File: config.mk
export PLATFORM = sky130hd
export DESIGN_NAME = fft_radix2_iter
export DESIGN_NICKNAME = d
export VERILOG_FILES = /design/src/rtl/fft_pkg.sv /design/src/rtl/fft_butterfly.sv /design/src/rtl/fft_radix2_iter.sv
export SDC_FILE = /design/constraint.sdc
export NUM_CORES = 1
export LEC_CHECK = 0
export ABC_AREA = 1
export CAP_MARGIN = 20
export CORE_MARGIN = 2
export CORE_UTILIZATION = 62
export DETAILED_ROUTE_END_ITERATION = 10
export DONT_BUFFER_PORTS = 1
export PLACE_DENSITY = 0.8
export SLEW_MARGIN = 20
export SYNTH_ARGS = -nofsm -noshare
export SYNTH_HDL_FRONTEND = slang
export SYNTH_HIERARCHICAL = 1
export SYNTH_SLANG_ARGS = --single-unit
File: constraint.sdc
create_clock -name fastclock -period 8.9 [get_ports fastclock]
set_input_delay 1.335 -clock fastclock [delete_from_list [all_inputs] [get_ports fastclock]]
set_output_delay 1.335 -clock fastclock [all_outputs]
set_load 0.01 [all_outputs]
File: src/rtl/fft_pkg.sv
// Shared types and helpers for the iterative radix-2 FFT: FSM states,
// bit reversal, twiddle ROM and saturation.
package fft_pkg;

  typedef enum logic [1:0] {LOAD, COMPUTE, UNLOAD} state_t;

  typedef struct packed {
    logic signed [15:0] c;
    logic signed [15:0] s;
  } twid_t;

  // Reference precision of the quarter-wave table; supports TW up to 17.
  localparam int TW_REF_FRAC = 16;

  function automatic int bitrev(input int idx, input int bits);
    int r;
    r = 0;
    for (int i = 0; i < bits; i++) r = (r << 1) | ((idx >> i) & 1);
    return r;
  endfunction

  // cos(2*pi*a/16) for a = 0..4, scaled by 2**16 and rounded
  function automatic int qcos(input int a);
    case (a)
      0:       return 65536;
      1:       return 60547;
      2:       return 46341;
      3:       return 25080;
      default: return 0;
    endcase
  endfunction

  // {cos, sin} of 2*pi*k/n in Q2.(tw_w-2), round to nearest; k < n/2.
  function automatic twid_t tw(input int k, input int n, input int tw_w);
    int a, c, s, sh;
    twid_t r;
    a  = k * (16 / n);
    c  = (a <= 4) ? qcos(a) : -qcos(8 - a);
    s  = (a <= 4) ? qcos(4 - a) : qcos(a - 4);
    sh = TW_REF_FRAC - (tw_w - 2);
    c  = (c + (1 << (sh - 1))) >>> sh;
    s  = (s + (1 << (sh - 1))) >>> sh;
    r.c = 16'(c);
    r.s = 16'(s);
    return r;
  endfunction

  function automatic int sat(input int v, input int w);
    int hi, lo;
    hi = (1 << (w - 1)) - 1;
    lo = -(1 << (w - 1));
    return (v > hi) ? hi : ((v < lo) ? lo : v);
  endfunction

endpackage

File: src/rtl/fft_butterfly.sv
// Combinational radix-2 DIT butterfly with 1/2 scaling and saturation:
// A' = sat((A + B*W) >>> 1), B' = sat((A - B*W) >>> 1).
module fft_butterfly import fft_pkg::*; #(
  parameter int W  = 8,
  parameter int TW = 8
) (
  input  logic signed [W-1:0]  a_re,
  input  logic signed [W-1:0]  a_im,
  input  logic signed [W-1:0]  b_re,
  input  logic signed [W-1:0]  b_im,
  input  logic signed [TW-1:0] w_re,
  input  logic signed [TW-1:0] w_im,
  output logic signed [W-1:0]  ao_re,
  output logic signed [W-1:0]  ao_im,
  output logic signed [W-1:0]  bo_re,
  output logic signed [W-1:0]  bo_im
);
  localparam int PW = W + TW + 1;

  logic signed [PW-1:0] p_re_full, p_im_full;
  logic signed [W+1:0]  p_re, p_im, a_re_x, a_im_x;
  logic signed [W+1:0]  sa_re, sa_im, sb_re, sb_im;

  assign p_re_full = PW'(b_re) * PW'(w_re) - PW'(b_im) * PW'(w_im);
  assign p_im_full = PW'(b_re) * PW'(w_im) + PW'(b_im) * PW'(w_re);

  // |P| <= 2**W after dropping the twiddle fraction, so W+2 bits hold A+-P
  assign p_re   = (W+2)'(p_re_full >>> (TW - 2));
  assign p_im   = (W+2)'(p_im_full >>> (TW - 2));
  assign a_re_x = (W+2)'(a_re);
  assign a_im_x = (W+2)'(a_im);

  assign sa_re = a_re_x + p_re;
  assign sa_im = a_im_x + p_im;
  assign sb_re = a_re_x - p_re;
  assign sb_im = a_im_x - p_im;

  assign ao_re = W'(sat(int'(sa_re >>> 1), W));
  assign ao_im = W'(sat(int'(sa_im >>> 1), W));
  assign bo_re = W'(sat(int'(sb_re >>> 1), W));
  assign bo_im = W'(sat(int'(sb_im >>> 1), W));

endmodule

File: src/rtl/fft_radix2_iter.sv
// N-point radix-2 DIT FFT/IFFT, serial in / serial out, one shared butterfly
// running log2(N) in-place stages over a bit-reversed register buffer.
module fft_radix2_iter import fft_pkg::*; #(
  parameter int LOG2N = 2,
  parameter int W     = 8,
  parameter int TW    = 8
) (
  input  logic                fastclock,
  input  logic                n_rst,
  input  logic                readyin,
  input  logic signed [W-1:0] x,
  input  logic                inv,
  output logic                busy,
  output logic                valid_out,
  output logic [LOG2N-1:0]    out_idx,
  output logic signed [W-1:0] y_re,
  output logic signed [W-1:0] y_im,
  output logic                overrun
);
  localparam int N  = 1 << LOG2N;
  localparam int SW = $clog2(LOG2N);

  state_t state, state_nx;
  logic [LOG2N-1:0]        cnt;
  logic [SW-1:0]           stage;
  logic                    inv_q;
  logic [N-1:0][W-1:0]     mem_re, mem_im;

  logic [LOG2N-1:0]        b_idx, span, j_idx, idx_a, idx_b, tw_k;
  logic                    last_b, last_stage;
  twid_t                   tw_val;
  logic signed [TW-1:0]    w_re, w_im;
  logic signed [W-1:0]     ao_re, ao_im, bo_re, bo_im;

  // Butterfly addressing: group = b >> s, A = group*2*span + (b mod span), B = A + span
  assign b_idx      = {1'b0, cnt[LOG2N-2:0]};
  assign span       = LOG2N'(1) << stage;
  assign j_idx      = b_idx & (span - 1'b1);
  assign idx_a      = (((b_idx >> stage) << stage) << 1) | j_idx;
  assign idx_b      = idx_a | span;
  assign tw_k       = j_idx << (SW'(LOG2N - 1) - stage);
  assign last_b     = (cnt[LOG2N-2:0] == '1);
  assign last_stage = (stage == SW'(LOG2N - 1));

  assign tw_val = tw(int'(tw_k), N, TW);
  assign w_re   = TW'(tw_val.c);
  assign w_im   = inv_q ? TW'(tw_val.s) : TW'(-tw_val.s);

  fft_butterfly #(.W(W), .TW(TW)) u_bfly (
    .a_re (mem_re[idx_a]), .a_im (mem_im[idx_a]),
    .b_re (mem_re[idx_b]), .b_im (mem_im[idx_b]),
    .w_re (w_re),          .w_im (w_im),
    .ao_re(ao_re),         .ao_im(ao_im),
    .bo_re(bo_re),         .bo_im(bo_im)
  );

  always_comb begin
    state_nx = state;
    case (state)
      LOAD:    if (readyin && cnt == LOG2N'(N - 1)) state_nx = COMPUTE;
      COMPUTE: if (last_b && last_stage)            state_nx = UNLOAD;
      UNLOAD:  if (cnt == LOG2N'(N - 1))            state_nx = LOAD;
      default: state_nx = LOAD;
    endcase
  end

  always_ff @(posedge fastclock or negedge n_rst) begin
    if (!n_rst) begin
      state   <= LOAD;
      cnt     <= '0;
      stage   <= '0;
      inv_q   <= 1'b0;
      overrun <= 1'b0;
      mem_re  <= '0;
      mem_im  <= '0;
    end else begin
      state <= state_nx;
      if (readyin && busy) overrun <= 1'b1;
      case (state)
        LOAD: if (readyin) begin
          mem_re[LOG2N'(bitrev(int'(cnt), LOG2N))] <= x;
          mem_im[LOG2N'(bitrev(int'(cnt), LOG2N))] <= '0;
          if (cnt == '0) inv_q <= inv;
          cnt <= cnt + 1'b1;
        end
        COMPUTE: begin
          mem_re[idx_a] <= ao_re;
          mem_im[idx_a] <= ao_im;
          mem_re[idx_b] <= bo_re;
          mem_im[idx_b] <= bo_im;
          cnt <= last_b ? '0 : cnt + 1'b1;
          if (last_b) stage <= last_stage ? '0 : stage + 1'b1;
        end
        UNLOAD:  cnt <= cnt + 1'b1;
        default: cnt <= '0;
      endcase
    end
  end

  // Outputs decode straight from state so reset clears them without a clock
  assign busy      = (state != LOAD);
  assign valid_out = (state == UNLOAD);
  assign out_idx   = valid_out ? cnt : '0;
  assign y_re      = valid_out ? mem_re[cnt] : '0;
  assign y_im      = valid_out ? mem_im[cnt] : '0;

endmodule

* Word level (Yosys, flattened, before mapping)
Cells that the tools add are included.
** Operators by class
- Bitwise logic cells :: 6
- Div/mod/pow operators :: 0
- Shift-type cells :: 4
- Multiplexer cells :: 53
- Add/subtract/negate cells :: 17
- $lt $le $gt $ge :: 16
- Eq/ne operators :: 16
- Reduce and logical (&&, ||, !) cells :: 18
- $mul :: 4
** Operators with widths (number)
- case mux 17 bit (4 select lines) :: 3
- == test 32 x 2 -> 1 bit, second input constant :: 6
- bitwise mux 32 bit :: 5
- two-way mux 8 bit :: 20
- zero test 32 bit :: 4
- case mux 32 bit (2 select lines) :: 2
- binary-select mux 8 bit (select 2 bit) :: 6
- == test 32 x 1 -> 1 bit, second input constant :: 3
- multiplier 8 x 8 -> 16 bit :: 4
- two-way mux 32 bit :: 2
- demux 8 bit (select 2 bit) :: 3
- > comparator 9 x 8 -> 1 bit, second input constant :: 4
- less-than comparator 9 x 8 -> 1 bit, second input constant :: 4
- two-way mux 17 bit :: 2
- AND 32 bit :: 1
- NOT 32 bit :: 1
- adder 8 x 10 -> 10 bit :: 2
- subtractor 8 x 10 -> 10 bit :: 2
- adder 17 x 10 -> 18 bit, second input constant :: 1
- adder 18 x 11 -> 18 bit, second input constant :: 1
- two-way mux 18 bit :: 1
- negation 17 -> 18 bit :: 1
- adder 16 bit :: 1
- subtractor 16 bit :: 1
- other kinds (31) :: 54
** Storage, ports and cells
- Bits in latches :: 0
- Word-level logic and storage cells :: 147
- Memories :: 0
- Output and inout port bits :: 21
- Memory bits (writable) :: 0
- Bits of input ports :: 12
- Flip-flop bits (word level) :: 71
- ROM bits :: 0

* Logic depth before layout (Yosys ltp)
Gate-level depths: netlist of run 1.
- Depth after elaboration :: 20
- Depth in mapped cells :: 49
- Gate-level depth less buffers :: 44

* Modules after synthesis
The synthesis of run 1 kept the hierarchy.
** By module, submodules not included
- fft_butterfly :: times used 1, area each 12848.6 um^2, cells an instance 1761, seq. area each 0.0 um^2
- fft_radix2_iter :: times used 1, area each 4752.1 um^2, cells an instance 754, seq. area each 1776.7 um^2

* Least setup slack after synthesis of run 1
OpenSTA, ideal clock, no wires.
- Path type :: register -> register
- Start :: reg cnt[0]
- End :: reg mem_re[20] in the netlist's numbering
- Setup time :: 116 ps
- Period minus slack after synthesis :: 7977 ps
- Data required time :: 8784 ps
- Buffers on the path :: 6
- Cell stages (with the launch flop) :: 45
- Data arrival time :: 7860 ps
- Path slack :: 923 ps
- Cell sequence :: dfrtp_1 -> buf_2 -> nor2_1 -> buf_2 -> buf_2 -> nand2_1 -> o21ai_0 -> clkbuf_1 -> clkbuf_1 -> nand2_1 -> ha_1 -> or2_2 -> fa_1 -> fa_1 -> fa_1 -> fa_1 -> inv_1 -> fa_1 -> (+9 left out) -> buf_2 -> nor2_1 -> nor2_1 -> o21bai_1 -> a21oi_1 -> o21ai_0 -> a21oi_1 -> inv_1 -> nand2_2 -> nand2_2 -> nand2_4 -> nand2_1 -> nand3_1 -> nand2_1 -> nand2_1 -> nand2_1 -> nand2_1 -> nand2_1
** Between the ends
- Elaborated cells on any way between the ends :: 74
- Classes of those cells :: add/sub (10); mul (2); order compare (11); eq/ne (9); shift (3); mux (28); bitwise (4); reduce/logical (7)
** RTL lines
- start, declared :: line fft_radix2_iter.sv:24 : logic [LOG2N-1:0] cnt;
- start signal, assigned :: line fft_radix2_iter.sv:84 : cnt <= cnt + 1'b1;
- start signal, assigned :: line fft_radix2_iter.sv:91 : cnt <= last_b ? '0 : cnt + 1'b1;
- start signal, assigned :: line fft_radix2_iter.sv:94 : UNLOAD: cnt <= cnt + 1'b1;
- branches (longest 11 deep; another with negation 17 -> 18 bit)
- subtractor 8 x 10 -> 10 bit * :: line fft_butterfly.sv:35 : assign sb_re = a_re_x - p_re;
- less-than comparator 9 x 8 -> 1 bit :: line fft_pkg.sv:52 : return (v > hi) ? hi : ((v < lo) ? lo : v);
- two-way mux 8 bit :: line fft_pkg.sv:52
- two-way mux 8 bit * :: line fft_pkg.sv:52
- net bo_re[4] :: line fft_radix2_iter.sv:33 : logic signed [W-1:0] ao_re, ao_im, bo_re, bo_im;
- bitwise mux 32 bit * :: line fft_radix2_iter.sv:89 : mem_re[idx_b] <= bo_re;
- case mux 32 bit (2 select lines) * :: line fft_radix2_iter.sv:79 : case (state)
- end signal, assigned by index :: line fft_radix2_iter.sv:87 : mem_re[idx_a] <= ao_re;
- end signal, assigned by index :: line fft_radix2_iter.sv:89
- end, declared :: line fft_radix2_iter.sv:27 : logic [N-1:0][W-1:0] mem_re, mem_im;
Mark *: on every way through the listed nets, which the timed path passes. The select of a mux whose other input is x is not followed.
A chain may end at the register's enable or synchronous reset.

* Worst setup path in the final report of run 1
- Start :: reg cnt[0]
- End :: reg mem_re[17] in the netlist's numbering
Same word-level chain as after synthesis.

==> reports/metrics.cfg, run 1 <==
[run_status]
outcome = finished, final reports clean

[logic_synthesis]
synth_ff_type = dfrtp_1
yosysUniqueCellTypes = 54
syn-mean-instance-area_um2 = 7.00
synth_seq_cells = 71
synthCells = 2515
yosysSeqAreaShare_pct = 10.1
syn_area_mm2 = 0.0176
synth_edf_count = 0
synthArstFlopShare_pct = 100
yosys_warnings = 6

[floorplan]
ios = 33
fp.coreArea_mm2 = 0.0279
die_x_um = 172
die_h_um = 172
initial_utilization_pct = 63.2
die_area_mm2 = 0.0298
rows = 61

[sta]
rsz0062_at_grt = false
slew_viol_final = 0
fin_hold_ws_ns = 0.468
fin_crit_sh_pct = 91.7
tightest_slew_ns = 0.882
setup_tns_ns = 0
final-setup-viol-count = 0
slew_headroom_pct = 40.8
min_period_ns = 8.16
fin_ws_ns = 0.741
max_freq_mhz = 123
fin_skew_ns = 0.00965
hold_viol_final = 0

[setup_path]
crit_required_ns = 9.18
crit_path_frequent_cell = nand2_1
critPathCaptureType = flop
crit_path_max_incr_delay_ns = 0.62
crit_slowest_cell = dfrtp_2
path_max_fanout = 21
crit_arrival_ns = 8.44
crit_type = flop to flop
setup.worst_path.start_class = flop

[cts]
h-tree-depth = 3
postCtsSetupBuffers = 0
clk_pin_slew_worst_paths_ns = 0.07
root_buffer = clkbuf_16
clk_latency_ns = 0.35
cts.path.max_buffers = 2
cts_tree = done
clock-sinks = 71
numCtsBuffers = 9

[grt]
grt_pass1_wl_um = 76600
grt_pass1_vias = 15514
grt_usage_pct = 33.0
grt_max_degree = 72
antenna_found_initial = 0
grt-ovfl-total = 0

[detailed_routing]
drcViolationCount = 0
vias = 15304
via_per_inst = 5.33
drt_wl_total_um = 46000
drt_first_pass_iters = 7
routed_wire_length_per_instance_um = 16.0
drt_iter0_markers = 1342
drtAntennaViolNets = 0

[cells_and_area]
final_layout_size_suffix_gt1_share_pct = 4.78
syn_to_final_growth_pct = 4.23
nets = 2908
nFillCells = 2361
stdcell_count = 2870
insertedDiodeCount = 0

[placed_design]
hpwl_um = 36800
dp.cells = 2854
dpl_worst_slack_ns = 0.660
port_buffers = 0
globalplace.congestion = 0.935

[run]
maxCapViolations = 0

[min_path]
hold_class = flop to flop

## layout make-up
type                            count  area, um^2  share of cell area (%)
Clock inverter                      7         103                   0.559
Sequential cell                    71        1780                    9.69
Clock buffer                        9         225                    1.23
Inverter                          592        2220                    12.1
Multi-Input combinational cell   1778       13300                    72.4
Tap cell                          378         473                    2.58
Timing Repair Buffer               35         263                    1.43
## cell usage after synthesis (all sizes together), types with 17 or more instances
cell type  count  area, um^2
nor2          70         302
fa           266        5330
o21ai         88         448
a21oi         55         287
ha           143        1790
xor2          35         307
dfrtp         71        1780
or2           17         106
nand3        114         656
nand2        888        3380
buf           33         171
clkbuf        65         245
inv          591        2220
## final timing paths
check | depth (start not counted) | start | slack [ns] | to
setup reg to reg | 37 | cnt[0] | 0.74 | mem_re[17]
hold reg to reg | 2 | mem_im[4] | 0.47 | mem_im[4]
setup / recovery | 37 | cnt[0] | 0.74 | mem_re[17]
max in group asynchronous | 0 | n_rst | 8.10 | mem_re[22]
hold / removal | 2 | mem_im[4] | 0.47 | mem_im[4]
min in group asynchronous | 0 | n_rst | 0.68 | mem_re[13]
## through the flow
| stage | instance area, um^2 | utilization, % |
|---|---|---|
| 2_1_floorplan | 17700 | - |
| 3_3_place_gp | 18000 | 64.7 |
| 3_5_place_dp | 18000 | 64.7 |
| 4_1_cts | 18300 | 65.8 |
| 5_1_grt | 18300 | 65.9 |
| 6_report | 18300 | 65.9 |
## what timing repair did
action / 4_1_cts / 5_1_grt
endpoints found under the setup margin: 0 / 14
hold buffers: 0 / 0
gates resized for setup: 0 / 1
## cell usage in the layout (no fill, tap or decap), types with 16 or more instances in the layout
| master | count |
|---|---|
| a21oi_1 | 54 |
| buf_4 | 35 |
| conb_1 | 25 |
| dfrtp_1 | 70 |
| fa_1 | 266 |
| ha_1 | 143 |
| inv_1 | 585 |
| nand2_1 | 873 |
| nand3_1 | 100 |
| nor2_1 | 63 |
| o21ai_0 | 65 |
| o21ai_1 | 20 |
| or2_2 | 16 |
| xor2_1 | 35 |
## cells by family after synthesis
| kind of cell | after synthesis | synth area share [%] |
|---|---|---|
| adder cells (fa/ha/maj) | 409 | 40.4 |
| buffers and inverters | 690 | 15.0 |
| flip-flops | 71 | 10.1 |
| multiplexers | 7 | 0.398 |
| other | 1 | 0.0213 |
| AND/OR/NAND/NOR | 1117 | 26.3 |
| XOR/XNOR | 47 | 2.34 |
| AO/OA/AOI/OAI | 173 | 5.45 |
## critical path, delay by kind of cell, from the launching register on
kind | cells | cell delay [ns]
adder cells (fa/ha/maj) | 8 | 3.67
AND/OR/NAND/NOR | 14 | 1.49
AO/OA/AOI/OAI | 8 | 1.43
flip-flops | 1 | 0.62
buffers and inverters | 5 | 0.59
XOR/XNOR | 1 | 0.18
multiplexers | 1 | 0.13
## state kept, by name, indices dropped and copies added, names as in the netlist
| register | count |
|---|---|
| mem_im | 32 |
| mem_re | 32 |
| cnt | 2 |
| state | 2 |
| inv_q | 1 |
| last_stage | 1 |
| overrun | 1 |
## layer usage
| metal | routed length, um | vias to the layer above | global-route usage [%] |
|---|---|---|---|
| li1 | - | 7286 | - |
| met1 | 19300 | 7326 | 44.9 |
| met2 | 22100 | 585 | 56.1 |
| met3 | 3300 | 107 | 3.78 |
| met4 | 1310 | 0 | 9.06 |
| met5 | 0 | - | 0 |
Power of run 1 is left out: the tool's default activity adds up to more than one toggle a clock period on the data nets, which glitch-free logic cannot reach.
==> run 2, diff against run 1 <==
==> constraint.sdc (replaced) <==
create_clock -name fastclock -period 9.2 [get_ports fastclock]
set_input_delay 1.38 -clock fastclock [delete_from_list [all_inputs] [get_ports fastclock]]
set_output_delay 1.38 -clock fastclock [all_outputs]
set_load 0.01 [all_outputs]
==> run 2 against run 1 <==
Design area decreased by 0.29%; global-route usage increased by 0.91 points; cell count decreased by 0.17%; count of clock-buffer cells in the layout unchanged; non-clock buffer count decreased by 5; clock skew increased by 0.0048 ns; utilization decreased by 0.19 points; highest routed layer unchanged.
==> reports/metrics.cfg, run 2 (synthesis gave the netlist of run 1 again) <==
[setup_path]
crit_slowest_cell = dfrtp_2
critPathCaptureType = flop
crit_arrival_ns = 8.84  ; +0.40 ns
r2r_cells = 41  ; +11%
timing.rr.start = cnt[0]
setup.worst_path.start_class = flop
rr_endpoint = mem_re[10]
crit_path_frequent_cell = nand2_1
path_max_fanout = 44  ; +110%
crit_path_max_incr_delay_ns = 0.63  ; about the same
r2r_setup_slack_ns = 0.63  ; -0.11 ns
crit_required_ns = 9.47  ; +0.29 ns
crit_type = flop to flop

[cells_and_area]
final_layout_size_suffix_gt1_share_pct = 4.54  ; -0.23 points
final_common_cell = nand2_1
stdcell_count = 2865  ; -0.17%
syn_to_final_growth_pct = 3.92
nFillCells = 2456  ; +4.0%
most-common-layout-cells = 873 x nand2_1, 585 x inv_1, 266 x fa_1, 143 x ha_1, 100 x nand3_1
top_regs = mem_im (32), mem_re (32)
nets = 2903  ; -0.17%
insertedDiodeCount = 0  ; unchanged

[cts]
cts_tree = done
clk_pin_slew_worst_paths_ns = 0.07  ; about the same
numCtsBuffers = 9  ; unchanged
clk_latency_ns = 0.34  ; about the same
cts.path.max_buffers = 2  ; unchanged
clock-sinks = 71  ; unchanged
root_buffer = clkbuf_16
cts_hold_buf = 0  ; unchanged
h-tree-depth = 3  ; unchanged

[detailed_routing]
via_per_inst = 5.39  ; +1.0%
drt_iter0_markers = 1249  ; -6.9%
drt_first_pass_iters = 6  ; -1
routed_wire_length_per_instance_um = 16.5  ; +2.9%
vias = 15431  ; +0.83%
drcViolationCount = 0  ; unchanged
drtAntennaViolNets = 0  ; unchanged
drt_wl_total_um = 47200  ; +2.7%

[grt]
grt_usage_pct = 33.9  ; +0.91 points
grt_pass1_vias = 15769  ; +1.6%
grt_max_degree = 72  ; unchanged
grt-ovfl-total = 0  ; unchanged
antenna_found_initial = 1  ; +1
grt_pass1_wl_um = 78900  ; +3.0%

[sta]
min_period_ns = 8.57  ; +0.408 ns
fin_crit_sh_pct = 93.1  ; +1.4 points
fin_skew_ns = 0.0145  ; +0.00484 ns
tightest_slew_ns = 1.07  ; +0.192 ns
final-setup-viol-count = 0  ; unchanged
max_freq_mhz = 117  ; -4.8%
slew_viol_final = 0  ; unchanged
hold_viol_final = 0  ; unchanged
setup_tns_ns = 0  ; unchanged
slew_headroom_pct = 27.9  ; -13 points
rsz0062_at_grt = false

[placed_design]
globalplace.congestion = 0.942  ; +0.80%
dp.cells = 2849  ; -0.18%
port_buffers = 0  ; unchanged
hpwl_um = 37800  ; +2.6%

[floorplan]
ios = 33  ; unchanged
initial_utilization_pct = 63.2  ; unchanged
die_area_mm2 = 0.0298  ; unchanged
rows = 61  ; unchanged
die_h_um = 172  ; unchanged
fp.coreArea_mm2 = 0.0279  ; unchanged
die_x_um = 172  ; unchanged

[min_path]
hold_class = flop to flop
hold_depth = 2  ; unchanged
min_to = mem_im[8]
hp-start = mem_im[8]

[run]
maxCapViolations = 0  ; unchanged

[run_status]
outcome = finished, final reports clean

==> run 2: per-stage QoR <==
stage,util [%],instance area [um^2],setup WS (ns),hold slack (ns)
detailed placement,64.5,18000,0.666,0.455
global placement,64.5,18000,0.789,0.452
CTS,65.6,18300,0.612,0.475
finish,65.7,18300,0.633,0.472
global route,65.7,18300,0.0281,0.502
floorplan,-,17700,1.22,0.434
==> run 2: worst max-delay path by stage <==
| stage | from | to | slack, ns | cells past startpoint |
|---|---|---|---|---|
| 3_3_place_gp | cnt[0] | mem_re[10] | 0.79 | 38 |
| 2_1_floorplan | cnt[0] | mem_re[20] | 1.22 | 44 |
| 5_1_grt | cnt[0] | mem_re[16] | 0.03 | 42 |
| 6_report | cnt[0] | mem_re[10] | 0.63 | 41 |
| 3_5_place_dp | cnt[0] | mem_re[8] | 0.67 | 38 |
| 4_1_cts | cnt[0] | mem_re[8] | 0.61 | 41 |
==> run 2: repair_timing <==
action,CTS,global route
resized for setup,0,2
setup endpoints to repair,0,25
setup buffers,0,0
==> run 2: metal layers <==
layer	GRT usage, %	wire length (um)	part of all wire (%)	vias to the layer above
met5	0	0	0	-
met4	11.8	1620	3.4	0
met3	4.99	3720	7.9	117
met2	57.1	22700	48	634
met1	44.9	19200	41	7387
li1	-	-	-	7293
==> run 2: cell type report <==
cell class                 count  area, um^2  share of cell area [%]
clock buffer                   9         225                    1.23
sequential                    71        1780                    9.72
timing repair buffer          30         229                    1.25
multi-input combinational   1778       13300                    72.6
tap                          378         473                    2.59
inverter                     592        2220                    12.1
clock inverter                 7        81.3                   0.445
==> run 2: worst max-delay path: cells and delay by family, from the launching register on <==
family                   cells  cell delay (ns)
AO/OA/AOI/OAI                3             0.49
XOR/XNOR                     1             0.18
adder cells (fa/ha/maj)      8             3.48
buffers and inverters       10             1.25
flip-flops                   1             0.63
AND/OR/NAND/NOR             19             2.45
Power of run 2 is left out for the same reason.
==> run 3, diff against run 2 <==
--- a/config.mk
+++ b/config.mk
@@ -7,7 +7,7 @@
 export LEC_CHECK = 0
 export ABC_AREA = 1
 export CAP_MARGIN = 20
-export CORE_MARGIN = 2
+export CORE_MARGIN = 3
 export CORE_UTILIZATION = 62
 export DETAILED_ROUTE_END_ITERATION = 10
 export DONT_BUFFER_PORTS = 1
==> run 3 against run 2 <==
Sequential share of layout area barely moved; count of clock-buffer cells in the layout did not move; maximum frequency barely moved; first-iteration DRC count fell by 7.7%; design area fell by 0.22%; non-clock buffer count fell by 2; clock skew fell by 0.0014 ns; routed wire length fell by 4.4%; largest cell class unchanged.
==> reports/metrics.cfg, run 3 (synthesis gave the netlist of run 1 again) <==
[setup_path]
r2r_setup_slack_ns = 0.64  ; about the same
setup.worst_path.start_class = flop
crit_type = flop to flop
crit_path_max_incr_delay_ns = 0.73  ; +0.10 ns
timing.rr.start = cnt[0]
crit_path_frequent_cell = nand2_1
crit_arrival_ns = 8.84  ; about the same
crit_slowest_cell = dfrtp_2
startpoint = cnt[0]
crit_required_ns = 9.48  ; about the same
path_max_fanout = 28  ; -36%
critPathCaptureType = flop

[floorplan]
rows = 61  ; unchanged
die_area_mm2 = 0.0304  ; +2.3%
fp.coreArea_mm2 = 0.0279  ; unchanged
die_x_um = 174  ; +1.2%
ios = 33  ; unchanged
initial_utilization_pct = 63.2  ; unchanged
die_h_um = 174  ; +1.2%

[detailed_routing]
drt_iter0_markers = 1153  ; -7.7%
via_per_inst = 5.32  ; -1.3%
routed_wire_length_per_instance_um = 15.8  ; -4.4%
vias = 15220  ; -1.4%
drtAntennaViolNets = 0  ; unchanged
drcViolationCount = 0  ; unchanged
drt_wl_total_um = 45200  ; -4.4%
drt_first_pass_iters = 6  ; unchanged

[cells_and_area]
final_layout_size_suffix_gt1_share_pct = 4.55  ; about the same
top_regs = mem_im (32), mem_re (32)
most-common-layout-cells = 873 x nand2_1, 585 x inv_1, 266 x fa_1, 143 x ha_1, 100 x nand3_1
multi_input_area_mm2 = 0.0133  ; about the same
final_common_cell = nand2_1
nets = 2901  ; -0.069%
syn_to_final_growth_pct = 3.70
stdcell_area_mm2 = 0.0183  ; -0.22%
insertedDiodeCount = 0  ; unchanged
regArea_mm2 = 0.00178  ; unchanged
nFillCells = 2473  ; +0.69%

[min_path]
hp-start = mem_im[1]
hold_class = flop to flop

[sta]
fin_ws_ns = 0.641  ; +0.00831 ns
max_freq_mhz = 117  ; about the same
slew_viol_final = 0  ; unchanged
setup_tns_ns = 0  ; unchanged
rsz0062_at_grt = false
min_period_ns = 8.56  ; -0.00831 ns
slew_headroom_pct = 37.8  ; +9.9 points
fin_hold_ws_ns = 0.479  ; +0.00751 ns
hold_viol_final = 0  ; unchanged
fin_skew_ns = 0.0131  ; -0.00136 ns
tightest_slew_ns = 0.924  ; -0.151 ns
final-setup-viol-count = 0  ; unchanged
fin_crit_sh_pct = 93.0  ; about the same

[run]
maxCapViolations = 0  ; unchanged

[cts]
cts_tree = done
postCtsSetupBuffers = 0  ; unchanged
clk_pin_slew_worst_paths_ns = 0.06  ; about the same
h-tree-depth = 3  ; unchanged
root_buffer = clkbuf_16
cts_resized = 0  ; unchanged
numCtsBuffers = 9  ; unchanged
clock-sinks = 71  ; unchanged
cts_hold_buf = 0  ; unchanged
cts.path.max_buffers = 2  ; unchanged
clk_latency_ns = 0.35  ; about the same

[grt]
grt_usage_pct = 31.1  ; -2.8 points
grt_pass1_wl_um = 77200  ; -2.1%
grt_max_degree = 72  ; unchanged
grt-ovfl-total = 0  ; unchanged
grt_pass1_vias = 15465  ; -1.9%
antenna_found_initial = 0  ; -1

[run_status]
outcome = finished, final reports clean

[placed_design]
placed_cell_area_mm2 = 0.0180  ; about the same
dpl_worst_slack_ns = 0.667  ; +0.00184 ns
globalplace.congestion = 0.982  ; +4.2%
hpwl_um = 36600  ; -3.2%
port_buffers = 0  ; unchanged

==> run 3: changes by cell type in the layout (fill, tap and decap cells not counted), moves of 2 or more <==
cell,previous run,this run
o21ai_2,2,4
buf_4,29,27
clkinv_4,4,1
inv_6,1,3
==> run 3: stage by stage <==
| stage | cells | util (%) |
|---|---|---|
| floorplan | 2539 | - |
| global placement | 2846 | 64.4 |
| detailed placement | 2847 | 64.5 |
| CTS | 2863 | 65.5 |
| global route | 2863 | 65.5 |
| finish | 2863 | 65.5 |
==> run 3: final cells by class <==
class                           count  share of cell area [%]
Clock buffer                        9                    1.23
Clock inverter                      7                   0.302
Inverter                          592                    12.2
Multi-Input combinational cell   1778                    72.8
Sequential cell                    71                    9.74
Tap cell                          378                    2.59
Timing Repair Buffer               28                    1.14
==> run 3: final timing paths <==
path	to	cells past startpoint
worst max-delay path	mem_re[10]	36
worst min-delay path	mem_im[1]	2
worst max register to register	mem_re[10]	36
worst min register to register	mem_im[1]	2
max in group asynchronous	cnt[0]	0
min in group asynchronous	mem_re[26]	0
==> run 3: worst max-delay path, delay by kind of cell, from the launching register on <==
family                     cells  cell delay (ns)
and+or+nand+nor               17             2.19
AOI/OAI and AO/OA              4             1.07
adders and majority gates      8             3.63
DFF                            1             0.73
muxes                          1             0.12
xor gates and xnor gates       1             0.19
buffers and inverters          5             0.55
==> run 3: layer usage <==
metal,global-route usage (%),vias up,wire length (um),share of wire (%)
met5,0,-,0,0
met3,4.00,85,3200,7.1
li1,-,7293,-,-
met4,9.12,0,1370,3.0
met2,51.2,551,21200,47
met1,43.4,7291,19400,43
Power of run 3 is left out for the same reason.
